$ cat config.mk
export PLATFORM = sky130hd
export DESIGN_NAME = regfile_sb
export DESIGN_NICKNAME = d
export VERILOG_FILES = /design/src/rtl/regfile_pkg.sv /design/src/rtl/rf_scoreboard.sv /design/src/rtl/regfile_sb.sv
export SDC_FILE = /design/constraint.sdc
export NUM_CORES = 2
export LEC_CHECK = 0
export ABC_AREA = 1
export BUFFER_PORTS_ARGS = -buffer_cell sky130_fd_sc_hd__buf_2
export CELL_PAD_IN_SITES_DETAIL_PLACEMENT = 1
export CELL_PAD_IN_SITES_GLOBAL_PLACEMENT = 1
export CORE_MARGIN = 1
export CORE_UTILIZATION = 40
export DETAILED_ROUTE_END_ITERATION = 10
export HOLD_SLACK_MARGIN = 0.1
export PLACE_DENSITY = 0.69
export SYNTH_ARGS = -nofsm -noshare
export SYNTH_HDL_FRONTEND = slang
export SYNTH_SLANG_ARGS = --single-unit
export TNS_END_PERCENT = 50
$ cat constraint.sdc
create_clock -name clk -period 11 [get_ports clk]
set_clock_uncertainty 0.05 [all_clocks]
set_input_delay 0.55 -clock clk [delete_from_list [all_inputs] [get_ports clk]]
set_output_delay 0.55 -clock clk [all_outputs]
set_load 0.02 [all_outputs]
$ cat src/rtl/regfile_pkg.sv
// Shared constants and types for the scoreboarded register file.
// Holds the default geometry (data width, register count, read ports) and
// the address/data word typedefs for that default geometry.
package regfile_pkg;
  localparam int XLEN_DEF = 32;
  localparam int NREG_DEF = 32;
  localparam int NRD_DEF  = 2;
  localparam int AW_DEF   = $clog2(NREG_DEF);

  typedef logic [AW_DEF-1:0]   reg_addr_t;
  typedef logic [XLEN_DEF-1:0] word_t;
endpackage

$ cat src/rtl/rf_scoreboard.sv
// Busy-bit scoreboard for the register file.
// Tracks which registers have an outstanding writeback, refuses a second
// claim on a busy register (WAW), and publishes a registered busy count.
// Ports:
//   clk, rst_n            clock, async active-low reset
//   rs_addr / rs_busy     per read port: source address in, pending-write flag out
//   we, rd_addr           writeback (clears busy)
//   issue_en, issue_rd    destination claim (sets busy)
//   issue_stall           claim refused
//   flush                 drop all claims
//   busy_cnt              popcount of busy bits, registered
module rf_scoreboard #(
  parameter int NREG = 32,
  parameter int NRD  = 2,
  parameter int AW   = $clog2(NREG)
) (
  input  logic                    clk,
  input  logic                    rst_n,
  input  logic [NRD-1:0][AW-1:0]  rs_addr,
  output logic [NRD-1:0]          rs_busy,
  input  logic                    we,
  input  logic [AW-1:0]           rd_addr,
  input  logic                    issue_en,
  input  logic [AW-1:0]           issue_rd,
  output logic                    issue_stall,
  input  logic                    flush,
  output logic [AW:0]             busy_cnt
);

  logic [NREG-1:0] busy, busy_nxt;
  logic [AW:0]     cnt_nxt;

  // A writeback landing on the same register this cycle resolves the hazard,
  // so the claim is accepted rather than stalled.
  assign issue_stall = issue_en && (issue_rd != '0) && busy[issue_rd] &&
                       !(we && (rd_addr == issue_rd));

  for (genvar i = 0; i < NRD; i++) begin : g_rs
    assign rs_busy[i] = (rs_addr[i] != '0) && busy[rs_addr[i]] &&
                        !(we && (rd_addr == rs_addr[i]));
  end

  // Writeback clear is applied before the issue set so a same-cycle claim on
  // the written register ends up busy; flush overrides everything.
  always_comb begin
    busy_nxt = busy;
    if (we) busy_nxt[rd_addr] = 1'b0;
    if (flush) busy_nxt = '0;
    else if (issue_en && (issue_rd != '0) && !issue_stall) busy_nxt[issue_rd] = 1'b1;
    busy_nxt[0] = 1'b0;
    cnt_nxt = '0;
    for (int r = 1; r < NREG; r++) cnt_nxt = cnt_nxt + {{AW{1'b0}}, busy_nxt[r]};
  end

  always_ff @(posedge clk or negedge rst_n) begin
    if (!rst_n) begin
      busy     <= '0;
      busy_cnt <= '0;
    end else begin
      busy     <= busy_nxt;
      busy_cnt <= cnt_nxt;
    end
  end

endmodule

$ cat src/rtl/regfile_sb.sv
// Register file with writeback bypass and a busy-bit scoreboard.
// x0 is hardwired to zero. Reads are combinational; a same-cycle writeback to
// a read address is forwarded onto that port. The debug port sees storage only.
// Ports:
//   clk, rst_n                      clock, async active-low reset
//   rs_addr / rs_data / rs_busy     NRD read ports
//   we, rd_addr, wdata              writeback
//   issue_en, issue_rd, issue_stall destination claim and WAW refusal
//   flush                           drop all pending claims
//   busy_cnt                        number of busy registers (registered)
//   dbg_addr / dbg_data             unbypassed debug read
module regfile_sb import regfile_pkg::*; #(
  parameter int XLEN = XLEN_DEF,
  parameter int NREG = NREG_DEF,
  parameter int NRD  = NRD_DEF,
  parameter int AW   = $clog2(NREG)
) (
  input  logic                     clk,
  input  logic                     rst_n,
  input  logic [NRD-1:0][AW-1:0]   rs_addr,
  output logic [NRD-1:0][XLEN-1:0] rs_data,
  output logic [NRD-1:0]           rs_busy,
  input  logic                     we,
  input  logic [AW-1:0]            rd_addr,
  input  logic [XLEN-1:0]          wdata,
  input  logic                     issue_en,
  input  logic [AW-1:0]            issue_rd,
  output logic                     issue_stall,
  input  logic                     flush,
  output logic [AW:0]              busy_cnt,
  input  logic [AW-1:0]            dbg_addr,
  output logic [XLEN-1:0]          dbg_data
);

  logic [NREG-1:0][XLEN-1:0] mem;
  logic                      wr_en;

  assign wr_en = we && (rd_addr != '0);

  // Entry 0 is cleared by reset and never written, so it always reads zero.
  always_ff @(posedge clk or negedge rst_n) begin
    if (!rst_n) mem <= '0;
    else if (wr_en) mem[rd_addr] <= wdata;
  end

  // Read data is forced to zero during reset so the bypass path cannot
  // leak wdata while the array is being cleared.
  for (genvar i = 0; i < NRD; i++) begin : g_rd
    always_comb begin
      rs_data[i] = mem[rs_addr[i]];
      if (!rst_n || (rs_addr[i] == '0)) rs_data[i] = '0;
      else if (wr_en && (rd_addr == rs_addr[i])) rs_data[i] = wdata;
    end
  end

  assign dbg_data = rst_n ? mem[dbg_addr] : '0;

  rf_scoreboard #(.NREG(NREG), .NRD(NRD), .AW(AW)) u_sb (
    .clk         (clk),
    .rst_n       (rst_n),
    .rs_addr     (rs_addr),
    .rs_busy     (rs_busy),
    .we          (we),
    .rd_addr     (rd_addr),
    .issue_en    (issue_en),
    .issue_rd    (issue_rd),
    .issue_stall (issue_stall),
    .flush       (flush),
    .busy_cnt    (busy_cnt)
  );

endmodule

# Word level (Yosys, flattened, before mapping)
# Index checks and enable logic that the tools add are counted.
[word_totals]
reg_bits = 1061
output_inout_bits = 105
elab_cells = 133
[classes]
add_sub_neg = 30
n_lt_le_gt_ge = 7
n_eq_ne = 3
mux = 27
bitwise = 3
reduce_logical = 29
[ops]
columns = ["cell", "n"]
rows = [
  ["$bwmux 1024", 1],
  ["$bmux 32 s5", 3],
  ["$mux 32", 12],
  ["$add 6x1->6", 29],
  ["$demux 32 s5", 1],
  ["$and 32x32->32", 1],
  ["$not 32->32", 1],
  ["$or 32x32->32", 1],
  ["$lt 5x6->1 const B", 5],
  ["$reduce_bool 5->1", 4],
  ["$logic_and 1x1->1", 16],
  ["$bmux 1 s5", 3],
  ["$eq 5x5->1", 3],
  ["$demux 1 s5", 2],
  ["$ge 5x1->1 const B", 2],
  ["$logic_not 5->1", 2],
  ["$logic_not 1->1", 5],
  ["$mux 1", 5],
  ["$add 1x1->2", 1],
  ["$logic_or 1x1->1", 2],
]

# Depth between registers and ports, before layout
[depth]
depth_word = 40
depth_mapped = 34
depth_no_buf = 31

# Cells and area by module
# From an unflattened synthesis, not the netlist that was laid out.
[hier_totals]
hier_cells = 11921
area_unflattened_um2 = 72923.7
[by_module_without_submodules]
columns = ["mod", "n_inst", "cells_per_inst", "area_each_um2"]
rows = [
  ["regfile_sb", 1, 11355, 69092.5],
  ["rf_scoreboard", 1, 566, 3831.2],
]

# Worst setup path before layout
# OpenSTA, ideal clock, no wires.
[synth_timing]
path_kind = "input to register"
startpoint = "in issue_rd[0]"
endpoint = "reg u_sb.busy_cnt[4]"
setup_ps = 121
arrival_ps = 5773
required_ps = 10829
path_slack_ps = 5056
stages = 28
n_path_buf = 3
cell_sequence = "buf_6 -> buf_2 -> nand2_1 -> nand2_1 -> nand2_1 -> nand2_1 -> nand2_1 -> nand2_1 -> nor2_1 -> nand2_2 -> nand2_4 -> buf_8 -> nand3_2 -> a21oi_2 -> ha_1 -> inv_1 -> fa_1 -> fa_1 -> fa_1 -> fa_1 -> fa_1 -> inv_1 -> fa_1 -> ha_1 -> inv_1 -> fa_1 -> o21a_1 -> xor2_1"
[synth_via]
elab_chain_cells = 38
elab_cells_between_ends = 49
classes_between = "add/sub (30); order compare (2); eq/ne (1); mux (6); bitwise (1); reduce/logical (9)"
[synth_rtl]
columns = ["item", "line", "rtl"]
rows = [
  ["from (decl)", "regfile_sb.sv:27", "input logic [AW-1:0] issue_rd,"],
  ["parallel branches: the longest is 6 deep, another holds $lt 5x6->1", "n/a", ""],
  ["$mux 32 (*)", "rf_scoreboard.sv:49", "else if (issue_en && (issue_rd != '0) && !issue_stall) busy_nxt[issue_rd] = 1'b1;"],
  ["$mux 32 (*)", "rf_scoreboard.sv:48", "if (flush) busy_nxt = '0;"],
  ["via u_sb.busy_nxt[2]", "rf_scoreboard.sv:30", "logic [NREG-1:0] busy, busy_nxt;"],
  ["$add 1x1->2 (*)", "rf_scoreboard.sv:52", "for (int r = 1; r < NREG; r++) cnt_nxt = cnt_nxt + {{AW{1'b0}}, busy_nxt[r]};"],
  ["$add 6x1->6 (*) (29 in a row)", "rf_scoreboard.sv:52", ""],
  ["via u_sb.cnt_nxt[4]", "rf_scoreboard.sv:31", "logic [AW:0] cnt_nxt;"],
  ["to (signal assigned)", "rf_scoreboard.sv:61", "busy_cnt <= cnt_nxt;"],
  ["to (decl)", "rf_scoreboard.sv:27", "output logic [AW:0] busy_cnt"],
]
# Mark *: on every way through the listed nets, which the timed path passes. The select of a mux whose other input is x is not followed.
# A chain may end at the register's enable or synchronous reset.

# Worst setup path in the final report
[layout_timing]
startpoint = "in rd_addr[3]"
endpoint = "reg u_sb.busy_cnt[4]"
[layout_via]
elab_cells_between_ends = 47
classes_between = "add/sub (30); order compare (2); eq/ne (1); mux (5); bitwise (3); reduce/logical (6)"
[layout_lines]
columns = ["item", "line", "rtl"]
rows = [
  ["from (decl)", "regfile_sb.sv:24", "input logic [AW-1:0] rd_addr,"],
  ["$lt 5x6->1 (implied by the code) or $ge 5x1->1 (tied branches)", "rf_scoreboard.sv:47", "if (we) busy_nxt[rd_addr] = 1'b0;"],
  ["$logic_and 1x1->1 (implied by the code)", "rf_scoreboard.sv:47", ""],
  ["$mux 1 (implied by the code)", "rf_scoreboard.sv:47", ""],
  ["$demux 1 s5", "n/a", ""],
  ["$not 32->32 (no line)", "n/a", ""],
  ["$and 32x32->32 (no line)", "n/a", ""],
  ["$mux 32", "rf_scoreboard.sv:47", ""],
  ["$or 32x32->32 (no line)", "n/a", ""],
  ["$mux 32 (*)", "rf_scoreboard.sv:49", ""],
  ["$mux 32 (*)", "rf_scoreboard.sv:48", ""],
  ["via u_sb.busy_nxt[27]", "rf_scoreboard.sv:30", ""],
  ["$add 6x1->6 (*) (5 in a row)", "rf_scoreboard.sv:52", ""],
  ["via u_sb.cnt_nxt[4]", "rf_scoreboard.sv:31", ""],
]
# The timed path passes the listed nets; every way through them passes the cells marked *.

==> Implementation_results.wiki <==
{| class="wikitable"
! Metric !! Value
|-
| Outcome || complete, no violations
|-
| Yosys warning total || 0
|-
| Vias in the first global route || 75380
|-
| Cell repeated most along the worst path || fa_1
|-
| Compound-Gate Fraction of Synth Area || 0.3172
|-
| DR vias || 76460
|-
| Adder and majority gate portion of the synthesized area || 0.008233
|-
| Endpoint type of the worst setup path || flip-flop
|-
| Gr ovfl total || 0
|-
| Count of pins on the block boundary || 167
|-
| Number of vias per cell after detailed routing || 6.419
|-
| Post-synth net total || 10110
|-
| Die Footprint || 175700 um^2
|-
| Overall die width || 419.2 um
|-
| Met2 routed WL || 152.1 mm
|-
| Accumulated negative setup slack || 0 ns
|-
| Met3 WL post-DR || 31.19 mm
|-
| Number of buffers inserted during clock tree synthesis || 136
|-
| Start point of the worst min-delay path || wdata[8]
|-
| Data arrival time of the critical path || 7.43 ns
|-
| Clock tree from TritonCTS || built
|-
| Drt wl/cell || 29.34 um
|-
| Placer's final routability congestion estimate || 0.8790
|-
| Highest attainable clock frequency || 147.1 MHz
|-
| Clock latency of the later-clocked register in the worst-skew pair || 0.81 ns
|-
| Total count of max-transition violations in the final report || 0
|-
| Critical R2R Capture || u_sb.busy_cnt[4]
|-
| Number of clock sinks || 1061
|-
| First-pass GRT wire length || 512.6 mm
|-
| Area of the mapped netlist || 69610 um^2
|-
| Multiplexer share of the synthesized area || 0
|-
| Unrepaired setup endpoints after global routing || no
|-
| Pre-CTS setup slack || 3.430 ns
|-
| Number of rows created at floorplan || 152
|-
| Worst slew margin || 0.1301
|-
| Number of flops mapped to enable cells by yosys || 0
|-
| Chain of cells forming the critical path || buf_2, inv_2, nor3_1, nand2_4, nand2_1, a21oi_2, fa_1, inv_1, fa_1, inv_1, fa_1, inv_1, fa_1, fa_1, inv_1, fa_1, ha_1, inv_1, fa_1, o21a_1, xor2_1
|-
| Maximum single-stage delay on the critical path || 1.02 ns
|-
| Xor and xnor area share after synthesis || 0.001258
|-
| Antenna viol nets, final || 0
|-
| Sequential share of the synthesized area || 0.3814
|-
| Post-Synth Simple-Gate Area || 0.1858
|-
| Fraction of final layout cells with drive strength greater than 1 || 0.07075
|-
| Root Buffer || clkbuf_16
|-
| Number of cells traversed by the worst hold path || 3
|-
| WP buf/inv || 7
|-
| Port-buffer cells || 166
|-
| Post-layout net count || 9587
|-
| Post-layout minimum cycle time || 6.796 ns
|-
| Pre-Repair DR Iteration Count || 6
|-
| Effective utilization at floorplan || 0.4040
|-
| Hold path endpoint || mem[744]
|-
| Cell type group with the largest total delay on the critical path || adder cells
|-
| Largest family of logic cells by synthesized area || compound AO/OA/AOI/OAI gates
|-
| Maximum Capacitance Violations || 0
|-
| Clock transition at the register clock pins on the worst setup and hold paths after CTS || 0.06 ns
|-
| Synthesis-stage register bit count || 1061
|-
| H-tree depth || 4
|-
| Final setup slack of the worst path || 4.204 ns
|-
| Critical-path top delay cell || nor3_1
|-
| Total cell area at the placement stage || 70230 um^2
|-
| Hold violation total from the final report || 0
|-
| Worst min-delay path category || in2reg
|-
| Count of endpoints failing setup in the final report || 0
|-
| Iter 0 DRT Violations || 8322
|-
| DRC || 0
|-
| Maximum number of buffers from clock root to sink || 3
|-
| Power Dens Cells || 169.9 nW/um^2
|-
| Start-to-end type of the worst setup path || in2reg
|-
| WL final || 349.5 mm
|-
| Type of origin of the critical path || input pin
|-
| Synth unique cells || 44
|-
| Required time of the worst setup path || 11.63 ns
|-
| Post-route cell area || 75090 um^2
|-
| Largest fanout on the critical path || 65
|-
| Avg Inst Size Synth || 6.947 um^2
|-
| Pin count of the biggest net entering global routing || 245
|-
| Fraction of registers with async set or reset after synthesis || 1.000
|-
| Post-synthesis instance total || 10020
|-
| Post-route fraction of the period consumed by the critical path || 0.6178
|-
| Chip Height || 419.2 um
|-
| Count of cells along the worst register-to-register path || 25
|-
| Number of antenna violations at the first check in global routing || 10
|-
| Placeable core region || 172300 um^2
|-
| Post-route met1 wirelength || 145.2 mm
|-
| Estimated wirelength of the detail-placed design || 198.3 mm
|-
| Highest Signal Layer || met5
|-
| Final cell utilization of the core || 0.4358
|-
| Global router's overall resource usage || 0.3922
|-
| Origin of the critical flop-to-flop path || u_sb.busy[15]
|-
| LEAKAGE || 32.70 nW
|-
| Register-to-register setup slack || 4.77 ns
|-
| Peak ir drop on the vdd network || 0.0001311 V
|-
| Final cell count without fillers || 11910
|-
| Slew at the pin closest to its max-slew limit || 1.305 ns
|-
| Area added between synthesis and finish || 7.880%
|-
| Number of placed instances with taps included || 11630
|-
| Dominant register cell in the synthesized netlist || dfrtp_1
|}
[worst max-delay path by stage]
| stage | startpoint | end | slack (ns) | cells past startpoint |
|---|---|---|---|---|
| 3_3_place_gp | rd_addr[3] | u_sb.busy_cnt[4] | 3.49 | 21 |
| 2_1_floorplan | issue_rd[0] | u_sb.busy_cnt[4] | 5.06 | 28 |
| 4_1_cts | rd_addr[3] | u_sb.busy_cnt[4] | 4.29 | 21 |
| 3_5_place_dp | rd_addr[3] | u_sb.busy_cnt[4] | 3.43 | 21 |
| 5_1_grt | rd_addr[3] | u_sb.busy_cnt[5] | 3.97 | 23 |
| 6_report | rd_addr[3] | u_sb.busy_cnt[4] | 4.20 | 21 |
[through the flow]
stage / hold slack, ns / power (mW)
after CTS: 0.1127 / 12.73
after global routing: 0.1558 / 13.36
after detailed placement: 0.3571 / 8.074
final: 0.1657 / 12.76
after floorplan: 0.2044 / 7.006
after global placement: 0.3492 / 7.931
[registers in the layout, summed over array words and instances, names as in the netlist]
name / flops
mem: 1024
u_sb.busy: 31
u_sb.busy_cnt: 6
[tightest hold or removal path, stage by stage]
cell and delay (ns):
buf_2 0.23, nand2_1 0.11, o21ai_0 0.07
[report_power, final]
part / switching [mW] / internal, mW / total (mW)
sequential: 0.563 / 4.61 / 5.18
clock: 1.92 / 2.73 / 4.65
combinational: 2.05 / 0.891 / 2.94
total: 4.53 / 8.24 / 12.8
[synth_stat cells (2+ instances only)]
| cell | count | area share |
|---|---|---|
| nand3_2 | 30 | 0.0043 |
| nand3_1 | 936 | 0.067 |
| a211oi_1 | 11 | 0.0012 |
| dfrtp_1 | 1061 | 0.38 |
| clkbuf_2 | 4 | 0.00029 |
| buf_2 | 289 | 0.021 |
| nor2_1 | 281 | 0.015 |
| o21ai_0 | 2443 | 0.18 |
| buf_4 | 86 | 0.0093 |
| buf_6 | 32 | 0.0052 |
| nor2_2 | 6 | 0.00054 |
| o21ai_1 | 79 | 0.0057 |
| clkinv_1 | 5 | 0.00027 |
| nor3_4 | 3 | 0.00070 |
| o211a_1 | 7 | 0.0010 |
| a21oi_1 | 1204 | 0.087 |
| clkbuf_1 | 531 | 0.029 |
| xnor2_1 | 3 | 0.00038 |
| buf_1 | 66 | 0.0036 |
| nand2_1 | 1734 | 0.094 |
| inv_4 | 2 | 0.00018 |
| inv_1 | 670 | 0.036 |
| a31oi_1 | 5 | 0.00045 |
| nor3_1 | 26 | 0.0019 |
| ha_1 | 9 | 0.0016 |
| nor3_2 | 3 | 0.00043 |
| o22ai_1 | 14 | 0.0013 |
| buf_12 | 2 | 0.00058 |
| inv_2 | 16 | 0.00086 |
| xor2_1 | 7 | 0.00088 |
| nand2_2 | 4 | 0.00036 |
| fa_1 | 23 | 0.0066 |
| nor2_4 | 7 | 0.0011 |
| a21oi_2 | 39 | 0.0049 |
| o211ai_1 | 373 | 0.040 |
[metal layers]
layer | vias to the layer above | GRT usage
met5 | - | 0.003890
met4 | 10 | 0.2188
met3 | 976 | 0.07415
met2 | 3900 | 0.5957
met1 | 38350 | 0.5229
li1 | 33230 | -
[repair_timing]
action	4_1_cts	5_1_grt
setup buffers	0	0
hold buffers	32	0
endpoints found under the hold margin	140	0
resized for setup	0	0
[cell families after synthesis]
logic type,Yosys count
compound gates,4177
simple gates,3035
buf+inv,1705
flops,1061
fa+ha+maj,32
xor+xnor,10
[final cells by class]
| cell class | instances | area (um^2) |
|---|---|---|
| Fill cell | 21830 | 97210 |
| Multi-Input combinational cell | 7254 | 35890 |
| Sequential cell | 1061 | 26550 |
| Clock buffer | 205 | 4138 |
| Tap cell | 2310 | 2890 |
| Inverter | 694 | 2684 |
| Timing Repair Buffer | 346 | 2537 |
| Clock inverter | 37 | 394.1 |
| Antenna cell | 5 | 12.51 |
[placed cells by master, fill, tap and decap left out, drive strengths merged]
| cell | netlist | final |
|---|---|---|
| fa | 23 | 23 |
| o211ai | 373 | 373 |
| nor4 | 1 | 1 |
| clkbuf | 535 | 205 |
| dfrtp | 1061 | 1061 |
| a21oi | 1243 | 1243 |
| or2 | 1 | 1 |
| clkinvlp | 0 | 1 |
| nand2 | 1739 | 1739 |
| nand4 | 1 | 1 |
| o211a | 7 | 7 |
| nand3 | 966 | 966 |
| xor2 | 7 | 7 |
| a31oi | 5 | 5 |
| diode | 0 | 5 |
| buf | 476 | 314 |
| nor3 | 32 | 32 |
| dlygate4sd3 | 0 | 32 |
| inv | 689 | 697 |
| a211oi | 11 | 11 |
| o21a | 1 | 1 |
| nor2 | 294 | 294 |
| o221ai | 1 | 1 |
| bufinv | 0 | 6 |
| xnor2 | 3 | 3 |
| o21ai | 2522 | 2522 |
| clkinv | 5 | 27 |
| ha | 9 | 9 |
| o22ai | 14 | 14 |
| nor3b | 1 | 1 |
Power figures use the tool's default switching activity.
